File: src/rtl/xgmii_tx_arbiter.sv
// xgmii_tx_arbiter
//   Shares one 64-bit XGMII TX lane between two frame sources. Source 0 is
//   the measurement traffic generator, source 1 the control/ARP builder.
//   Ownership changes only at frame boundaries, every frame is followed by
//   IFG_WORDS idle words, source 1 wins ties until it has taken
//   MAX_CTRL_BURST consecutive grants while source 0 waits, and a watchdog
//   truncates any frame reaching MAX_FRAME_WORDS words.
//
//   Ports
//     sys_clk, sys_rst_n          clock, asynchronous active-low reset
//     srcN_req                    source N has a frame ready
//     srcN_gnt                    source N owns the lane (registered)
//     srcN_txd/txc/last           source N XGMII word and end-of-frame flag
//     xgmii_txd/xgmii_txc         registered XGMII TX word to the PHY
//     frame_abort                 one-cycle pulse on watchdog truncation
//
//   Optional build macro ARB_STATS_EN adds src0_frames, src1_frames and
//   abort_count counters.
//
//   state     | meaning
//   ----------+---------------------------------------------------------
//   S_IDLE    | lane free, arbitrate between requests
//   S_ACTIVE0 | forwarding source 0 frame
//   S_ACTIVE1 | forwarding source 1 frame
//   S_GAP     | inserting inter-frame idle words
module xgmii_tx_arbiter #(
  parameter int IFG_WORDS       = 1,
  parameter int MAX_CTRL_BURST  = 4,
  parameter int MAX_FRAME_WORDS = 1200
) (
  input  logic        sys_clk,
  input  logic        sys_rst_n,
  input  logic        src0_req,
  output logic        src0_gnt,
  input  logic [63:0] src0_txd,
  input  logic [7:0]  src0_txc,
  input  logic        src0_last,
  input  logic        src1_req,
  output logic        src1_gnt,
  input  logic [63:0] src1_txd,
  input  logic [7:0]  src1_txc,
  input  logic        src1_last,
  output logic [63:0] xgmii_txd,
  output logic [7:0]  xgmii_txc,
`ifdef ARB_STATS_EN
  output logic [31:0] src0_frames,
  output logic [31:0] src1_frames,
  output logic [15:0] abort_count,
`endif
  output logic        frame_abort
);

  localparam logic [63:0] IDLE_TXD  = 64'h0707070707070707;
  localparam logic [63:0] ABORT_TXD = 64'h07070707070707fd;
  localparam logic [7:0]  CTRL_ALL  = 8'hff;
  localparam logic [7:0]  BURST_MAX = 8'(MAX_CTRL_BURST);
  localparam logic [15:0] WD_LIMIT  = 16'(MAX_FRAME_WORDS - 1);
  localparam logic [3:0]  GAP_INIT  = 4'(IFG_WORDS - 1);

  typedef enum logic [1:0] {
    S_IDLE    = 2'd0,
    S_ACTIVE0 = 2'd1,
    S_ACTIVE1 = 2'd2,
    S_GAP     = 2'd3
  } state_t;

  state_t      state_q;
  logic [7:0]  burst_cnt_q;
  logic [15:0] word_cnt_q;
  logic [3:0]  gap_cnt_q;
  logic [63:0] txd_q;
  logic [7:0]  txc_q;
  logic        abort_q;
  logic        gnt0_q;
  logic        gnt1_q;

  // Word from whichever source currently owns the lane.
  logic [63:0] act_txd;
  logic [7:0]  act_txc;
  logic        act_last;
  logic        in_active;
  logic        wd_fire;

  always_comb begin
    act_txd  = src0_txd;
    act_txc  = src0_txc;
    act_last = src0_last;
    if (state_q == S_ACTIVE1) begin
      act_txd  = src1_txd;
      act_txc  = src1_txc;
      act_last = src1_last;
    end
  end

  assign in_active = (state_q == S_ACTIVE0) || (state_q == S_ACTIVE1);
  // A word carrying last at the limit still ends the frame normally.
  assign wd_fire   = in_active && !act_last && (word_cnt_q == WD_LIMIT);

  always_ff @(posedge sys_clk or negedge sys_rst_n) begin
    if (!sys_rst_n) begin
      state_q     <= S_IDLE;
      burst_cnt_q <= '0;
      word_cnt_q  <= '0;
      gap_cnt_q   <= '0;
      txd_q       <= IDLE_TXD;
      txc_q       <= CTRL_ALL;
      abort_q     <= 1'b0;
      gnt0_q      <= 1'b0;
      gnt1_q      <= 1'b0;
    end else begin
      abort_q <= 1'b0;
      case (state_q)
        S_IDLE: begin
          txd_q      <= IDLE_TXD;
          txc_q      <= CTRL_ALL;
          word_cnt_q <= '0;
          // Burst limit only bites while source 0 is actually waiting.
          if (src1_req && ((burst_cnt_q < BURST_MAX) || !src0_req)) begin
            state_q <= S_ACTIVE1;
            gnt1_q  <= 1'b1;
            if (burst_cnt_q != 8'hff) burst_cnt_q <= burst_cnt_q + 8'd1;
          end else if (src0_req) begin
            state_q     <= S_ACTIVE0;
            gnt0_q      <= 1'b1;
            burst_cnt_q <= '0;
          end
        end

        S_ACTIVE0, S_ACTIVE1: begin
          word_cnt_q <= word_cnt_q + 16'd1;
          if (wd_fire) begin
            txd_q   <= ABORT_TXD;
            txc_q   <= CTRL_ALL;
            abort_q <= 1'b1;
          end else begin
            txd_q <= act_txd;
            txc_q <= act_txc;
          end
          if (act_last || wd_fire) begin
            state_q   <= S_GAP;
            gnt0_q    <= 1'b0;
            gnt1_q    <= 1'b0;
            gap_cnt_q <= GAP_INIT;
          end
        end

        S_GAP: begin
          txd_q <= IDLE_TXD;
          txc_q <= CTRL_ALL;
          if (gap_cnt_q == 4'd0) state_q <= S_IDLE;
          else gap_cnt_q <= gap_cnt_q - 4'd1;
        end

        default: begin
          state_q <= S_IDLE;
          gnt0_q  <= 1'b0;
          gnt1_q  <= 1'b0;
          txd_q   <= IDLE_TXD;
          txc_q   <= CTRL_ALL;
        end
      endcase
    end
  end

  assign src0_gnt    = gnt0_q;
  assign src1_gnt    = gnt1_q;
  assign xgmii_txd   = txd_q;
  assign xgmii_txc   = txc_q;
  assign frame_abort = abort_q;

`ifdef ARB_STATS_EN
  logic [31:0] src0_frames_q;
  logic [31:0] src1_frames_q;
  logic [15:0] abort_count_q;

  always_ff @(posedge sys_clk or negedge sys_rst_n) begin
    if (!sys_rst_n) begin
      src0_frames_q <= '0;
      src1_frames_q <= '0;
      abort_count_q <= '0;
    end else begin
      if ((state_q == S_ACTIVE0) && src0_last) src0_frames_q <= src0_frames_q + 32'd1;
      if ((state_q == S_ACTIVE1) && src1_last) src1_frames_q <= src1_frames_q + 32'd1;
      if (wd_fire) abort_count_q <= abort_count_q + 16'd1;
    end
  end

  assign src0_frames = src0_frames_q;
  assign src1_frames = src1_frames_q;
  assign abort_count = abort_count_q;
`endif

endmodule

File: config.mk
export PLATFORM = sky130hd
export DESIGN_NAME = xgmii_tx_arbiter
export DESIGN_NICKNAME = d
export VERILOG_FILES = /design/src/rtl/xgmii_tx_arbiter.sv
export SDC_FILE = /design/constraint.sdc
export NUM_CORES = 1
export LEC_CHECK = 0
export CAP_MARGIN = 30
export CORE_MARGIN = 2
export CORE_UTILIZATION = 45
export CTS_BUF_LIST = sky130_fd_sc_hd__clkbuf_4
export CTS_CLUSTER_SIZE = 20
export DETAILED_ROUTE_END_ITERATION = 16
export MAX_ROUTING_LAYER = met4
export PLACE_DENSITY = 0.85
export SETUP_SLACK_MARGIN = 0.5
export SYNTH_ARGS = -nofsm -noshare
export SYNTH_HDL_FRONTEND = slang
export SYNTH_SLANG_ARGS = --single-unit
File: constraint.sdc
create_clock -name sys_clk -period 4.95 [get_ports sys_clk]
set_clock_uncertainty 0.05 [all_clocks]
set_input_delay 0.7425 -clock sys_clk [delete_from_list [all_inputs] [get_ports sys_clk]]
set_output_delay 0.7425 -clock sys_clk [all_outputs]
set_load 0.01 [all_outputs]
# After elaboration in Yosys (flattened, before gate mapping)
# Cells that the tools add are included.
[word_totals]
register_bits = 105
input_bits = 150
output_inout_bits = 75
word_cells = 73
[op_classes]
n_addsub = 3
n_lt_le_gt_ge = 1
n_eq_ne = 13
mux = 27
n_reduce_logical = 20
[ops]
columns = ["cell", "count"]
rows = [
  ["two-way mux 64 bit", 2],
  ["case mux 64 bit (2 select lines)", 1],
  ["two-way mux 8 bit", 5],
  ["case mux 16 bit (2 select lines)", 1],
  ["adder 16 x 1 -> 16 bit (second input constant)", 1],
  ["== test 16 x 11 -> 1 bit (second input constant)", 1],
  ["case mux 8 bit (2 select lines)", 1],
  ["!= test 2 bit (second input constant)", 6],
  ["AND reduction 3 bit", 4],
  ["adder 8 x 1 -> 8 bit (second input constant)", 1],
  ["less-than comparator 8 x 3 -> 1 bit (second input constant)", 1],
  ["two-way mux 2 bit", 4],
  ["two-way mux 4 bit", 2],
  ["!= test 8 bit (second input constant)", 1],
  ["case mux 4 bit (2 select lines)", 1],
  ["two-way mux 1 bit", 7],
  ["case mux 2 bit (3 select lines)", 1],
  ["nonzero test 2 bit", 3],
  ["== test 2 bit (second input constant)", 2],
  ["logical NOT 4 bit", 1],
  ["case mux 1 bit (2 select lines)", 2],
  ["AND reduction 4 bit", 1],
  ["OR reduction 2 bit", 2],
  ["subtractor 4 x 1 -> 4 bit (second input constant)", 1],
  ["other kinds (7)", 12],
]

# Longest topological paths before layout
[logic_depth]
depth_word = 8
depth_mapped = 9
ltp_nobuf = 7

# Worst setup path before layout
# No wires, ideal clock.
[synth_timing]
path_kind = "input port to flip-flop"
from = "input port src1_req"
to = "register state_q[0]"
setup_time_ns = 0.125
t_arrival_ns = 1.737
required_time_ns = 4.775
slack_ns = 3.038
stages = 4
path_buffers = 0
path_cell_list = "or4b_4 -> o211ai_2 -> o21ai_0 -> mux2_2"
[synth_between]
elab_chain_len = 3
elab_cells_between_ends = 5
classes_between = "eq/ne (1); mux (2); reduce/logical (2)"
[synth_lines]
columns = ["element", "line_no", "source"]
rows = [
  ["start, declared", "38", "input logic src1_req,"],
  ["logical AND 1 bit *", "118", "if (src1_req && ((burst_cnt_q < BURST_MAX) || !src0_req)) begin"],
  ["!= test 3 bit (no line) or two-way mux 2 bit (tied branches)", "--", ""],
  ["AND reduction 3 bit (no line) or case mux 2 bit (3 select lines) (tied branches)", "--", ""],
  ["end signal, assigned", "119", "state_q <= S_ACTIVE1;"],
  ["end signal, assigned", "123", "state_q <= S_ACTIVE0;"],
  ["end signal, assigned", "140", "state_q <= S_GAP;"],
  ["end, declared", "67", "state_t state_q;"],
]
# Mark *: on every way between the ends. The rest lies on a longest branch, timed or not.
# A chain may end at the register's enable or synchronous reset.

# Worst setup path in the final report
[layout_timing]
from = "register state_q[0]"
to = "register txd_q[26], in the netlist xgmii_txd[26]"
[layout_between]
elab_chain_len = 7
elab_cells_between_ends = 14
classes_between = "eq/ne (3); mux (4); reduce/logical (7)"
[layout_lines]
columns = ["element", "line_no", "source"]
rows = [
  ["start signal, assigned", "101", "state_q <= S_IDLE;"],
  ["start signal, assigned", "119", ""],
  ["start signal, assigned", "123", ""],
  ["== test 2 bit", "88, 95, 112", ""],
  ["two-way mux 1 bit", "88", "if (state_q == S_ACTIVE1) begin"],
  ["logical NOT 1 bit", "97", "assign wd_fire = in_active && !act_last && (word_cnt_q == WD_LIMIT);"],
  ["logical AND 1 bit (2 in series)", "97", ""],
  ["two-way mux 64 bit", "131", "if (wd_fire) begin"],
  ["case mux 64 bit (2 select lines) *", "112", "case (state_q)"],
  ["end signal, assigned", "136", "txd_q <= act_txd;"],
  ["end, declared", "71", "logic [63:0] txd_q;"],
]
# Marked as above.

==> results.json <==
{
  "status": "completed",
  "hold_violations": 0,
  "hpwl_um": 11180,
  "gr-usage-all-layers": 0.2504,
  "ioPinCount": 225,
  "wl_met2_um": 7601,
  "ys_async_sr_fraction": 1.000,
  "ys_ff_latch": 105,
  "start_util": 0.4558,
  "ys.flop_type": "dfrtp_1",
  "nFillCells": 802,
  "cts_resized": 0,
  "die_x_um": 108.1,
  "ant_nets": 0,
  "vdd_ir_drop_max_mv": 0.3658,
  "numCtsBuffers": 9,
  "synth-xor-area-share": 0.01617,
  "synthMuxAreaShare": 0.1627,
  "finalSetupTns_ns": 0,
  "critPathLaunchType": "flop",
  "grt_setup_unrepaired": "false",
  "cts_setup_buffers": 0,
  "clock_sinks": 105,
  "worst_pin_slew_ns": 0.8590,
  "firstDrtPassIters": 4,
  "globalRoute.totalOverflow": 0,
  "synth_top_area_cell": "dfrtp_1",
  "die_h_um": 108.1,
  "setup_ws_ns": 2.447,
  "clk_latency_ns": 0.45,
  "synth_edf_count": 0,
  "numPortBuffers": 224,
  "cts_tree": "done",
  "p_leak_uw": 0.003121,
  "cp-end-kind": "flop",
  "synthTopCellsByArea": "dfrtp_1 (37%), dfstp_2 (17%), mux2i_1 (16%), nor2_1 (4.1%), nand2_1 (3.8%)",
  "netlist_area_mm2": 0.004876,
  "placed_cells": 791,
  "synth_top_cells_by_count": "mux2i_1 (77), dfrtp_1 (73), nor2_1 (53), nand2_1 (49), dfstp_2 (32)",
  "grt_pass1_wl_um": 21790,
  "cts_max_level": 3,
  "max_cap_violations": 0,
  "hold_class": "input port to asynchronous set/reset pin",
  "criticalPathCategory": "flop to flop",
  "period_minus_slack_ns": 2.503,
  "drc": 0,
  "totalWireLength_um": 14450,
  "core_area_mm2": 0.01070,
  "area_delta_synth_final_pct": 52.09,
  "yosysSeqAreaShare": 0.5471,
  "place_ws_ns": 2.186,
  "final_nets": 818,
  "dieArea_mm2": 0.01168,
  "syn_area_per_cell_um2": 10.91,
  "fp-row-count": 38,
  "clk_pin_slew_ns": 0.17,
  "clockRootBuffer": "clkbuf_4",
  "yosysWarnings": 0,
  "drt-met1-wl_um": 5363,
  "top_layer": "met4",
  "synth-compound-area-share": 0.07031,
  "synth-simple-area-share": 0.1537,
  "vias": 4223,
  "synth_top_family_by_area": "multiplexers",
  "grt_pass1_vias": 4226,
  "final_cell_count_no_fill": 807,
  "antenna_found_initial": 0,
  "period_share": 0.5057,
  "yosysMostFrequentCell": "mux2i_1",
  "cts.path.max_buffers": 2,
  "drt_iter0_drc": 202,
  "required_ns": 5.27,
  "critPathMaxFanout": 37,
  "yosysUniqueCellTypes": 50,
  "slew_violations": 0,
  "fmax_mhz": 399.5,
  "globalplace.congestion": 0.9205,
  "setup_violations": 0,
  "grt_start_max_net_pins": 69,
  "powerDensity_mw_per_mm2": 532.2,
  "via_per_inst": 5.233,
  "critPathArrivalTime_ns": 2.83,
  "antenna_cells": 0,
  "wl_per_cell_um": 17.91,
  "netlist.area_leader.share": 0.3746,
  "wl_met3_um": 1124,
  "synth_fa_ha_area_frac": 0.01540,
  "syn_inst": 447,
  "drive_gt1_frac": 0.09595,
  "syn_nets": 603,
  "slew_headroom": 0.4252,
  "ctsHoldBuffers": 0
}
==> worst max-delay path: stages, from the launching register on <==
cell     delay, ns
dfrtp_1       0.42
inv_1         0.13
ha_4          0.57
mux2i_1       0.20
and2_0        0.33
a21oi_2       0.42
buf_8         0.24
nand2_1       0.08
==> sequential cells by signal (all words and copies together), names as in the netlist <==
name         cells
src1_gnt         1
frame_abort      1
state_q          2
word_cnt_q      16
src0_gnt         1
xgmii_txc        8
xgmii_txd       64
gap_cnt_q        4
burst_cnt_q      8
==> metrics by stage <==
stage / hold WS [ns] / total power (uW) / area, um^2 / util
2_1_floorplan: 0.3969 / 2507 / 4876 / -
3_3_place_gp: 0.4654 / 3320 / 7213 / 0.6743
3_5_place_dp: 0.4809 / 3430 / 7228 / 0.6757
4_1_cts: 0.3319 / 3970 / 7416 / 0.6932
5_1_grt: 0.3608 / 4185 / 7416 / 0.6932
6_report: 0.3063 / 3946 / 7416 / 0.6932
==> layout by cell type (no fill, tap or decap), drive strengths merged, types with 2 or more instances in the layout <==
cell	instances
a21o	3
a21oi	13
a31oi	4
and3	4
and3b	2
and4	3
buf	5
bufinv	3
clkbuf	11
clkdlybuf4s50	223
clkinv	2
dfrtp	73
dfstp	32
ha	6
inv	14
mux2	2
mux2i	77
nand2	49
nand2b	2
nand3	15
nand4	9
nand4b	2
nor2	53
nor2b	2
nor3	5
nor4b	2
o211ai	3
o21ai	18
o2bb2ai	2
o31ai	3
or3	3
or4b	2
xnor2	5
xor2	4
==> metal layers <==
metal  track usage  up-vias
met3       0.05425       29
met2        0.4394      166
li1              -     1984
met4       0.09249        0
met5             -        -
met1        0.2806     2044
==> layout make-up <==
class	instances	area, um^2	area share
flip-flops and latches	105	2668	0.3597
repair buffers	228	2277	0.3071
multi-input cells	304	2056	0.2772
inverters	14	52.55	0.007086
clock inverters	5	105.1	0.01417
well taps	140	175.2	0.02362
clock buffers	11	82.58	0.01114
==> cell families (layout without fill, tap and decap cells) <==
kind of cell / count (synthesis) / count (layout)
and+or+nand+nor: 156 / 156
DFF: 105 / 105
muxes: 79 / 79
AOI/OAI and AO/OA: 54 / 54
buffers and inverters: 38 / 258
xor gates and xnor gates: 9 / 9
adders and majority gates: 6 / 6
==> path summary, 6_finish.rpt <==
check / startpoint / to / slack, ns / cells after the start
hold / removal: sys_rst_n / xgmii_txd[19] / 0.31 / 1
min in group sys_clk: word_cnt_q[3] / word_cnt_q[3] / 0.50 / 1
setup reg to reg: state_q[0] / xgmii_txd[26] / 2.45 / 7
max in group asynchronous: sys_rst_n / xgmii_txd[26] / 3.48 / 2
hold reg to reg: word_cnt_q[3] / word_cnt_q[3] / 0.50 / 1
setup / recovery: state_q[0] / xgmii_txd[26] / 2.45 / 7
==> where the power goes <==
part,total (uW),leakage [uW],internal (uW),switching (uW)
combinational,2070,0.00172,969,1100
sequential,1340,0.00130,1220,115
clock,542,0.000102,269,273
No activity file was read; power rests on OpenSTA's default activity.
